**config.mk**
```make
export PLATFORM = sky130hd
export DESIGN_NAME = passcode_controller
export DESIGN_NICKNAME = d
export VERILOG_FILES = /design/src/rtl/passcode_pkg.sv /design/src/rtl/passcode_timer.sv /design/src/rtl/passcode_controller.sv
export SDC_FILE = /design/constraint.sdc
export NUM_CORES = 1
export LEC_CHECK = 0
export CAP_MARGIN = 20
export CORE_AREA = 3 3 124 126
export CTS_BUF_LIST = sky130_fd_sc_hd__clkbuf_8
export DETAILED_ROUTE_END_ITERATION = 7
export DIE_AREA = 0 0 127 129
export MAX_ROUTING_LAYER = met4
export PLACE_DENSITY = 0.47
export REMOVE_ABC_BUFFERS = 1
export SLEW_MARGIN = 20
export SYNTH_ARGS = -nofsm -noshare
export SYNTH_HDL_FRONTEND = slang
export SYNTH_HIERARCHICAL = 1
export SYNTH_SLANG_ARGS = --single-unit
```
**constraint.sdc**
```tcl
create_clock -name clk -period 8.3 [get_ports clk]
set_input_delay 1.66 -clock clk [delete_from_list [all_inputs] [get_ports clk]]
set_output_delay 1.66 -clock clk [all_outputs]
set_load 0.02 [all_outputs]
```
**src/rtl/passcode_pkg.sv**
```systemverilog
// Shared key codes, FSM state type and helpers
// for the keypad passcode sequencer.
package passcode_pkg;

  localparam logic [3:0] KEY_ARM   = 4'hA;
  localparam logic [3:0] KEY_CLEAR = 4'hC;
  localparam logic [3:0] KEY_ENTER = 4'hE;

  typedef enum logic [2:0] {
    LOCKED,
    CHECK,
    UNLOCKED,
    PROGRAM,
    LOCKOUT
  } state_t;

  function automatic logic is_digit(input logic [3:0] d);
    return (d <= 4'd9);
  endfunction

endpackage

```
**src/rtl/passcode_timer.sv**
```systemverilog
// Loadable down-counter shared by the entry timeout,
// relock and lockout intervals.
module passcode_timer #(
  parameter int unsigned W = 8
) (
  input  logic         clk,
  input  logic         reset,
  input  logic         load,
  input  logic [W-1:0] load_value,
  input  logic         enable,
  output logic         expired
);

  logic [W-1:0] count_q;

  // Fires on the Nth enabled cycle after a load of N.
  assign expired = enable & (count_q == W'(1));

  always_ff @(posedge clk or posedge reset) begin
    if (reset) begin
      count_q <= '0;
    end else if (load) begin
      count_q <= load_value;
    end else if (enable && count_q != '0) begin
      count_q <= count_q - 1'b1;
    end
  end

endmodule

```
**src/rtl/passcode_controller.sv**
```systemverilog
// Keypad passcode sequencer: entry buffering, code check,
// lockout, entry timeout, auto relock and reprogramming.
module passcode_controller
  import passcode_pkg::*;
#(
  parameter int unsigned           CODE_LEN       = 4,
  parameter logic [CODE_LEN*4-1:0] DEFAULT_CODE   = 16'h1234,
  parameter int unsigned           MAX_ATTEMPTS   = 3,
  parameter int unsigned           TIMEOUT_CYCLES = 50_000_000,
  parameter int unsigned           RELOCK_CYCLES  = 250_000_000,
  parameter int unsigned           LOCKOUT_CYCLES = 500_000_000
) (
  input  logic                            clk,
  input  logic                            reset,
  input  logic [3:0]                      digit,
  input  logic                            valid,
  output logic                            locked,
  output logic                            unlocked,
  output logic                            alarm,
  output logic                            programming,
  output logic [$clog2(CODE_LEN+1)-1:0]   entry_count,
  output logic                            bad_code,
  output logic                            code_changed
);

  localparam int unsigned BW = CODE_LEN * 4;
  localparam int unsigned CW = $clog2(CODE_LEN + 1);
  localparam int unsigned FW = $clog2(MAX_ATTEMPTS + 1);
  localparam int unsigned T1 =
    (TIMEOUT_CYCLES > RELOCK_CYCLES) ? TIMEOUT_CYCLES : RELOCK_CYCLES;
  localparam int unsigned TMAX =
    (T1 > LOCKOUT_CYCLES) ? T1 : LOCKOUT_CYCLES;
  localparam int unsigned TW = $clog2(TMAX + 1);

  state_t          state_q, state_d;
  logic [BW-1:0]   buf_q, buf_d;
  logic [BW-1:0]   code_q, code_d;
  logic [CW-1:0]   cnt_q, cnt_d;
  logic            ovf_q, ovf_d;
  logic [FW-1:0]   fails_q, fails_d, fails_inc;
  logic            bad_q, bad_d;
  logic            chg_q, chg_d;
  logic            act, push, clr, full, match;
  logic            t_load, t_en, t_exp;
  logic [TW-1:0]   t_val;

  // Undefined key codes count as no event at all.
  assign act = valid & (is_digit(digit) |
                        (digit == KEY_ARM) |
                        (digit == KEY_CLEAR) |
                        (digit == KEY_ENTER));

  assign full  = (cnt_q == CW'(CODE_LEN)) & ~ovf_q;
  assign match = full & (buf_q == code_q);
  assign fails_inc = (fails_q == FW'(MAX_ATTEMPTS)) ?
                     fails_q : fails_q + 1'b1;

  always_comb begin
    state_d = state_q;
    buf_d   = buf_q;
    cnt_d   = cnt_q;
    ovf_d   = ovf_q;
    fails_d = fails_q;
    code_d  = code_q;
    bad_d   = 1'b0;
    chg_d   = 1'b0;
    push    = 1'b0;
    clr     = 1'b0;
    unique case (state_q)
      LOCKED: begin
        if (act) begin
          unique case (1'b1)
            is_digit(digit):      push = 1'b1;
            digit == KEY_CLEAR:   clr = 1'b1;
            digit == KEY_ENTER:   state_d = CHECK;
            default: ;
          endcase
        end else if (t_exp) begin
          clr = 1'b1;
        end
      end
      CHECK: begin
        clr = 1'b1;
        if (match) begin
          state_d = UNLOCKED;
          fails_d = '0;
        end else begin
          bad_d   = 1'b1;
          fails_d = fails_inc;
          state_d = (fails_inc == FW'(MAX_ATTEMPTS)) ?
                    LOCKOUT : LOCKED;
        end
      end
      UNLOCKED: begin
        if (act) begin
          unique case (1'b1)
            digit == KEY_ARM:   state_d = LOCKED;
            digit == KEY_ENTER: begin
              state_d = PROGRAM;
              clr     = 1'b1;
            end
            default: ;
          endcase
        end else if (t_exp) begin
          state_d = LOCKED;
        end
      end
      PROGRAM: begin
        if (act) begin
          unique case (1'b1)
            is_digit(digit):    push = 1'b1;
            digit == KEY_CLEAR: clr = 1'b1;
            digit == KEY_ARM: begin
              state_d = UNLOCKED;
              clr     = 1'b1;
            end
            digit == KEY_ENTER: begin
              state_d = UNLOCKED;
              clr     = 1'b1;
              if (full) begin
                code_d = buf_q;
                chg_d  = 1'b1;
              end else begin
                bad_d  = 1'b1;
              end
            end
            default: ;
          endcase
        end else if (t_exp) begin
          state_d = LOCKED;
          clr     = 1'b1;
        end
      end
      LOCKOUT: begin
        if (t_exp) begin
          state_d = LOCKED;
          fails_d = '0;
        end
      end
      default: state_d = LOCKED;
    endcase
    // A digit beyond CODE_LEN only marks the entry as bad.
    if (push) begin
      if (cnt_q == CW'(CODE_LEN)) begin
        ovf_d = 1'b1;
      end else begin
        buf_d = (buf_q << 4) | BW'(digit);
        cnt_d = cnt_q + 1'b1;
      end
    end
    if (clr) begin
      buf_d = '0;
      cnt_d = '0;
      ovf_d = 1'b0;
    end
  end

  // Any accepted key restarts the interval of the state it lands in.
  assign t_load = (act & (state_q != LOCKOUT) & (state_q != CHECK)) |
                  (state_q == CHECK);
  assign t_en   = (state_q == LOCKED) ? (cnt_q != '0) : 1'b1;

  always_comb begin
    case (state_d)
      LOCKED:  t_val = TW'(TIMEOUT_CYCLES);
      LOCKOUT: t_val = TW'(LOCKOUT_CYCLES);
      default: t_val = TW'(RELOCK_CYCLES);
    endcase
  end

  passcode_timer #(
    .W (TW)
  ) u_timer (
    .clk        (clk),
    .reset      (reset),
    .load       (t_load),
    .load_value (t_val),
    .enable     (t_en),
    .expired    (t_exp)
  );

  always_ff @(posedge clk or posedge reset) begin
    if (reset) begin
      state_q <= LOCKED;
      buf_q   <= '0;
      cnt_q   <= '0;
      ovf_q   <= 1'b0;
      fails_q <= '0;
      code_q  <= DEFAULT_CODE;
      bad_q   <= 1'b0;
      chg_q   <= 1'b0;
    end else begin
      state_q <= state_d;
      buf_q   <= buf_d;
      cnt_q   <= cnt_d;
      ovf_q   <= ovf_d;
      fails_q <= fails_d;
      code_q  <= code_d;
      bad_q   <= bad_d;
      chg_q   <= chg_d;
    end
  end

  assign locked      = (state_q == LOCKED) | (state_q == CHECK) |
                       (state_q == LOCKOUT);
  assign unlocked    = (state_q == UNLOCKED) | (state_q == PROGRAM);
  assign alarm       = (state_q == LOCKOUT);
  assign programming = (state_q == PROGRAM);
  assign entry_count = cnt_q;
  assign bad_code    = bad_q;
  assign code_changed = chg_q;

endmodule

```
==> impl_metrics.py, run 1 <==
metrics = {
    "status": {
        "status": "completed",
    },
    "die": {
        "core_area_um2": 14400,
        "num_io_pins": 16,
        "die_w_um": 127,
        "row_count": 44,
        "dieHeight_um": 129,
        "dieArea_um2": 16400,
        "start_util_pct": 29.5,
    },
    "global_route": {
        "first_global_vias": 3141,
        "grt_use_met2_pct": 19.4,
        "met3_usage_pct": 3.90,
        "track_usage_pct": 13.4,
        "overflow": 0,
        "grt_util_met1_pct": 18.0,
        "grt_pass1_wl_um": 16800,
        "grt_antenna_before_repair": 0,
        "gr-max-usage-layer": "met2",
        "grt_max_degree": 48,
    },
    "critical_path": {
        "critPathMaxStageDelay_ns": 0.55,
        "worst_path_dominant_cell_family": "buffers and inverters",
        "start_kind": "input port",
        "crit_buf_inv": 3,
        "cp_slowest_cell": "clkdlybuf4s50_1",
        "cp-end-kind": "register",
        "crit_chain": "clkdlybuf4s50_1, o211ai_1, a21oi_1, nor2_2, buf_4, inv_1, and3_1, a21oi_1, o211ai_1",
        "path_class": "input port to register",
        "cp_max_fo": 47,
        "crit_arrival_ns": 4.12,
        "worstPathRequired_ns": 8.53,
    },
    "finish": {
        "mostFrequentLayoutCell": "dfrtp_1",
        "most-common-layout-cells": "dfrtp_1, nor2_1, nand2_1, xnor2_1, mux2i_1",
        "area_growth_pct": 12.0,
        "fin_util_pct": 33.0,
        "nFillCells": 1483,
        "fin_nets": 455,
        "layout-drive-gt1-share_pct": 14.3,
        "insertedDiodeCount": 0,
    },
    "clock_tree": {
        "clk_pin_slew_worst_paths_ns": 0.10,
        "clockBufferDepth": 2,
        "post_cts_buffers": 0,
        "cts_buffers": 9,
        "htreeDepth": 3,
        "ctsHoldBuffers": 0,
        "cts_tree": "yes",
        "insertion_delay_ns": 0.38,
        "clkSinkCount": 72,
        "cts_root_buf": "clkbuf_8",
        "cts_resized": 0,
    },
    "logic_synthesis": {
        "ys_seq_area_share_pct": 42.5,
        "ys_ff_latch": 72,
        "synth_area_per_cell_um2": 10.0,
        "synth_edf_count": 0,
        "synth_cell_types": 76,
        "netlist_instances": 425,
        "synth_warnings": 6,
        "syn_area_um2": 4250,
        "synth-main-ff-cell": "dfrtp_1",
        "synthArstFlopShare_pct": 100,
    },
    "drt": {
        "firstDrtPassIters": 4,
        "viasPerCell": 5.03,
        "wl_per_cell_um": 15.9,
        "drt_iter0_drc": 159,
        "drc": 0,
        "drt.antenna.violating_nets": 0,
        "wl_um": 10000,
        "vias": 3178,
    },
    "sta": {
        "hold_viol": 0,
        "worst_clock_skew_ns": 0.0162,
        "finalSetupTns_ns": 0,
        "rsz0062_at_grt": "false",
        "worst_slew_pin_slew_ns": 0.938,
        "setup_ws_ns": 4.41,
        "finalSetupViolCount": 0,
        "fmax_mhz": 257,
        "final_max_slew_viol_count": 0,
        "fin_crit_ns": 3.89,
        "slew-limit-headroom_pct": 37.4,
        "post-route-period-util_pct": 46.8,
    },
    "power_and_ir_drop": {
        "irDropWorstVdd_uv": 96.5,
        "p_per_area_nw_per_um2": 271,
        "leakage_nw": 1.96,
    },
    "placed_design": {
        "gp_congestion": 0.788,
        "place_hpwl_um": 6740,
        "port_buffers": 15,
        "dp_slack_ns": 4.05,
    },
    "worst_hold_path": {
        "hold_path.class": "register to register",
    },
    "job": {
        "cap_violations": 0,
    },
}
-- flip-flops by register name (all words and copies together), names as in the netlist --
signal,flops
bad_code,1
buf_q,16
code_changed,1
code_q,16
entry_count,3
fails_q,2
ovf_q,1
state_q,3
u_timer/count_q,29
-- cells in the mapped netlist (all sizes together) (4+ instances only) --
| cell | count | area, um2 |
|---|---|---|
| nor4 | 10 | 83.8 |
| a21oi | 12 | 63.8 |
| and3 | 4 | 25.0 |
| or3 | 5 | 36.3 |
| dfstp | 5 | 131 |
| a311oi | 6 | 52.6 |
| nand2 | 31 | 126 |
| inv | 14 | 52.6 |
| clkbuf | 8 | 30.0 |
| dfrtp | 67 | 1680 |
| ha | 5 | 62.6 |
| nand4 | 8 | 56.3 |
| o31ai | 4 | 30.0 |
| mux2 | 16 | 214 |
| or4 | 5 | 37.5 |
| xnor2 | 29 | 254 |
| nand4b | 4 | 35.0 |
| nor2b | 6 | 45.0 |
| mux2i | 17 | 170 |
| nand3 | 17 | 95.1 |
| nor3 | 13 | 81.3 |
| nand2b | 5 | 31.3 |
| a21o | 6 | 45.0 |
| a31oi | 11 | 68.8 |
| o21ai | 20 | 104 |
| buf | 13 | 116 |
| nor2 | 42 | 165 |
-- metrics by stage --
stage / area, um2 / total power, W / cells / hold WS, ns
floorplan: 4140 / 0.000884 / 413 / 0.464
global route: 4760 / 0.00139 / 632 / 0.521
global placement: 4560 / 0.00102 / 616 / 0.476
detailed placement: 4560 / 0.00103 / 616 / 0.491
CTS: 4740 / 0.00130 / 632 / 0.513
finish: 4760 / 0.00129 / 632 / 0.525
-- kinds of logic (layout without fill, tap and decap cells) --
| logic type | after synthesis | in the layout | synth area share [%] |
|---|---|---|---|
| other | 2 | 11 | 0.177 |
| adder cells (fa/ha/maj) | 5 | 5 | 1.47 |
| multiplexers | 33 | 33 | 9.04 |
| AO/OA/AOI/OAI | 81 | 81 | 13.2 |
| AND/OR/NAND/NOR | 168 | 168 | 23.0 |
| buffers and inverters | 35 | 49 | 4.68 |
| XOR/XNOR | 29 | 29 | 5.98 |
| flip-flops | 72 | 72 | 42.5 |
-- cell type report --
class	instances	area (um2)	share of cell area [%]
clock inverter	7	57.6	1.21
multi-input combinational	327	2310	48.5
clock buffer	9	124	2.60
tap	184	230	4.83
sequential	72	1810	38.0
timing repair buffer	19	180	3.78
inverter	14	52.6	1.10
-- worst register-to-register path, cell delays in order (launching register included) --
cell and delay, ns:
dfrtp_1 0.44, or4_1 0.55, nor2b_1 0.74, nand3_1 0.16, nor2_1 0.36, a21boi_2 0.31
nor2_1 0.09, a211o_2 0.37, a211o_1 0.30, nor2_1 0.14, a31oi_1 0.07
-- metal layers --
metal  vias to the layer above  part of all wire [%]
met4                         0                   1.3
li1                       1572                     -
met1                      1561                    51
met5                         -                     0
met3                         9                   3.0
met2                        36                    44
-- where the power goes --
| group | switching, W | total (W) | leakage, nW | internal, W |
|---|---|---|---|---|
| combinational | 0.000236 | 0.000429 | 0.989 | 0.000193 |
| sequential | 0.000141 | 0.000592 | 0.888 | 0.000451 |
| clock | 0.000157 | 0.000269 | 0.0873 | 0.000111 |
| total | 0.000534 | 0.00129 | 1.96 | 0.000755 |
-- worst paths after layout --
kind | start | to | slack, ns | depth (start not counted)
max | digit[2] | u_timer/count_q[3]$_DFFE_PP0P_ | 4.41 | 9
min | ovf_q$_DFFE_PP0P_ | ovf_q$_DFFE_PP0P_ | 0.53 | 2
min reg2reg | ovf_q$_DFFE_PP0P_ | ovf_q$_DFFE_PP0P_ | 0.53 | 2
max reg2reg | u_timer/count_q[22]$_DFFE_PP0P_ | u_timer/count_q[27]$_DFFE_PP0P_ | 4.61 | 10
max in group asynchronous | reset | code_q[13]$_DFFE_PP0P_ | 6.14 | 3
min in group asynchronous | reset | u_timer/count_q[5]$_DFFE_PP0P_ | 1.72 | 3
(Power assumes the default switching activity.)
==> inputs of run 2 (changes only) <==
Settings changed: PLACE_DENSITY 0.47 to 0.49.
Clock period 8.3 ns to 3.4 ns, I/O delays scaled along.
==> run 2 against run 1 <==
Against the previous run:
- global-route usage fell by 0.13 points
- register-to-register slack got worse by 4.0 ns
- worst setup slack got worse by 3.8 ns
- clock-buffer cell count did not move
- combinational power rose to 2.5 times the previous value
- cell count rose by 1.7%
- sequential power rose by 140%
- non-clock buffer count rose by 11
- utilization rose by 0.51 points
- flip-flop and latch count did not move
- power rose by 150%
==> impl_metrics.py, run 2 (synthesized netlist as in run 1, its figures left out) <==
metrics = {
    "sta": {
        "worst_slew_pin_slew_ns": 0.782,
        "fmax_mhz": 358,
        "setup_ws_ns": 0.604,
        "worst_clock_skew_ns": 0.0140,
        "finalSetupViolCount": 0,
        "fin_crit_ns": 2.80,
        "hold_viol": 0,
        "rsz0062_at_grt": "false",
        "hold_ws_ns": 0.511,
        "post-route-period-util_pct": 82.2,
        "final_max_slew_viol_count": 0,
        "slew-limit-headroom_pct": 47.4,
    },
    "power_and_ir_drop": {
        "p_per_area_nw_per_um2": 664,
        "leakage_nw": 2.03,
        "irDropWorstVdd_uv": 243,
        "power_w": 0.00321,
    },
    "placed_design": {
        "dp_slack_ns": 0.598,
        "port_buffers": 15,
        "place_hpwl_um": 7000,
        "gp_congestion": 0.781,
        "place_area_um2": 4640,
        "placedCellCount": 627,
    },
    "die": {
        "start_util_pct": 29.5,
        "dieArea_um2": 16400,
        "num_io_pins": 16,
        "die_w_um": 127,
        "core_area_um2": 14400,
        "row_count": 44,
        "dieHeight_um": 129,
    },
    "drt": {
        "wl_per_cell_um": 15.4,
        "drt.antenna.violating_nets": 0,
        "firstDrtPassIters": 4,
        "drc": 0,
        "wl_um": 9900,
        "vias": 3191,
        "drt_iter0_drc": 270,
        "viasPerCell": 4.96,
    },
    "finish": {
        "layout.cells.non_filler": 643,
        "layout-drive-gt1-share_pct": 15.9,
        "multi_input_comb_area_um2": 2290,
        "area_growth_pct": 13.8,
        "reg.largest.list": "u_timer/count_q: 29 flops, buf_q: 16 flops, code_q: 16 flops",
        "regMostFlops": "u_timer/count_q",
        "mostFrequentLayoutCell": "dfrtp_1",
        "nFillCells": 1483,
        "most-common-layout-cells": "dfrtp_1, nor2_1, nand2_1, xnor2_1, mux2i_1",
        "stdcell_area_um2": 4840,
        "seq_area_um2": 1810,
        "fin_nets": 466,
        "insertedDiodeCount": 0,
        "largest_register_ffs": 29,
    },
    "clock_tree": {
        "cts_buffers": 9,
        "post_cts_buffers": 0,
        "cts_root_buf": "clkbuf_8",
        "clockBufferDepth": 2,
        "clkSinkCount": 72,
        "cts_resized": 0,
        "insertion_delay_ns": 0.37,
        "clk_pin_slew_worst_paths_ns": 0.08,
        "ctsHoldBuffers": 0,
        "cts_tree": "yes",
        "htreeDepth": 3,
    },
    "critical_path": {
        "worstPathRequired_ns": 3.64,
        "path_class": "register to register",
        "crit_arrival_ns": 3.03,
        "cp-end-kind": "register",
        "cp_max_fo": 7,
        "start_kind": "register",
    },
    "global_route": {
        "first_global_vias": 3154,
        "grt_pass1_wl_um": 16600,
        "grt_antenna_before_repair": 0,
        "grt_max_degree": 30,
        "track_usage_pct": 13.2,
        "overflow": 0,
    },
    "worst_hold_path": {
        "hold_path.class": "register to register",
    },
    "status": {
        "status": "completed",
    },
    "job": {
        "cap_violations": 0,
    },
}
==> run 2: final timing paths <==
kind,start,end,slack (ns),depth (start not counted)
worst max-delay path,u_timer/count_q[22]$_DFFE_PP0P_,u_timer/count_q[27]$_DFFE_PP0P_,0.60,10
worst min-delay path,ovf_q$_DFFE_PP0P_,ovf_q$_DFFE_PP0P_,0.51,2
worst max register to register,u_timer/count_q[22]$_DFFE_PP0P_,u_timer/count_q[27]$_DFFE_PP0P_,0.60,10
worst min register to register,ovf_q$_DFFE_PP0P_,ovf_q$_DFFE_PP0P_,0.51,2
max in group asynchronous,reset,code_q[5]$_DFFE_PP1P_,2.07,3
min in group asynchronous,reset,entry_count[0]$_DFFE_PP0P_,0.69,2
==> run 2: metal layers <==
metal | global-route usage, % | wire length, um | up-vias
li1 | - | - | 1601
met1 | 17.4 | 4920 | 1547
met2 | 20.1 | 4600 | 31
met3 | 2.53 | 219 | 12
met4 | 5.43 | 155 | 0
met5 | - | 0 | -
==> run 2: area by class of cell <==
class                      instances  area share, %
multi-input combinational        327           47.3
sequential                        72           37.4
timing repair buffer              30           5.43
tap                              184           4.76
clock buffer                       9           2.56
clock inverter                     7           1.50
inverter                          14           1.09
==> run 2: worst max-delay path: stages (launching register included) <==
cell and delay, ns:
dfrtp_1 0.44, or4_1 0.56, nor2b_1 0.16, nand3_1 0.11
nor2_1 0.26, a21boi_2 0.29, nor2_1 0.09, a211o_2 0.35
a211o_1 0.27, nor2_1 0.11, a31oi_1 0.04
==> run 2: metrics by stage <==
stage	util [%]	TNS, ns
after floorplan	-	-0.773
after global placement	32.2	0
after detailed placement	32.2	0
after CTS	33.5	0
after global routing	33.5	0
final	33.5	0
==> run 2: power by group <==
part	switching [W]	internal, W
clock network	0.000356	0.000340
registers	0.000332	0.00110
logic	0.000582	0.000498
total	0.00127	0.00194
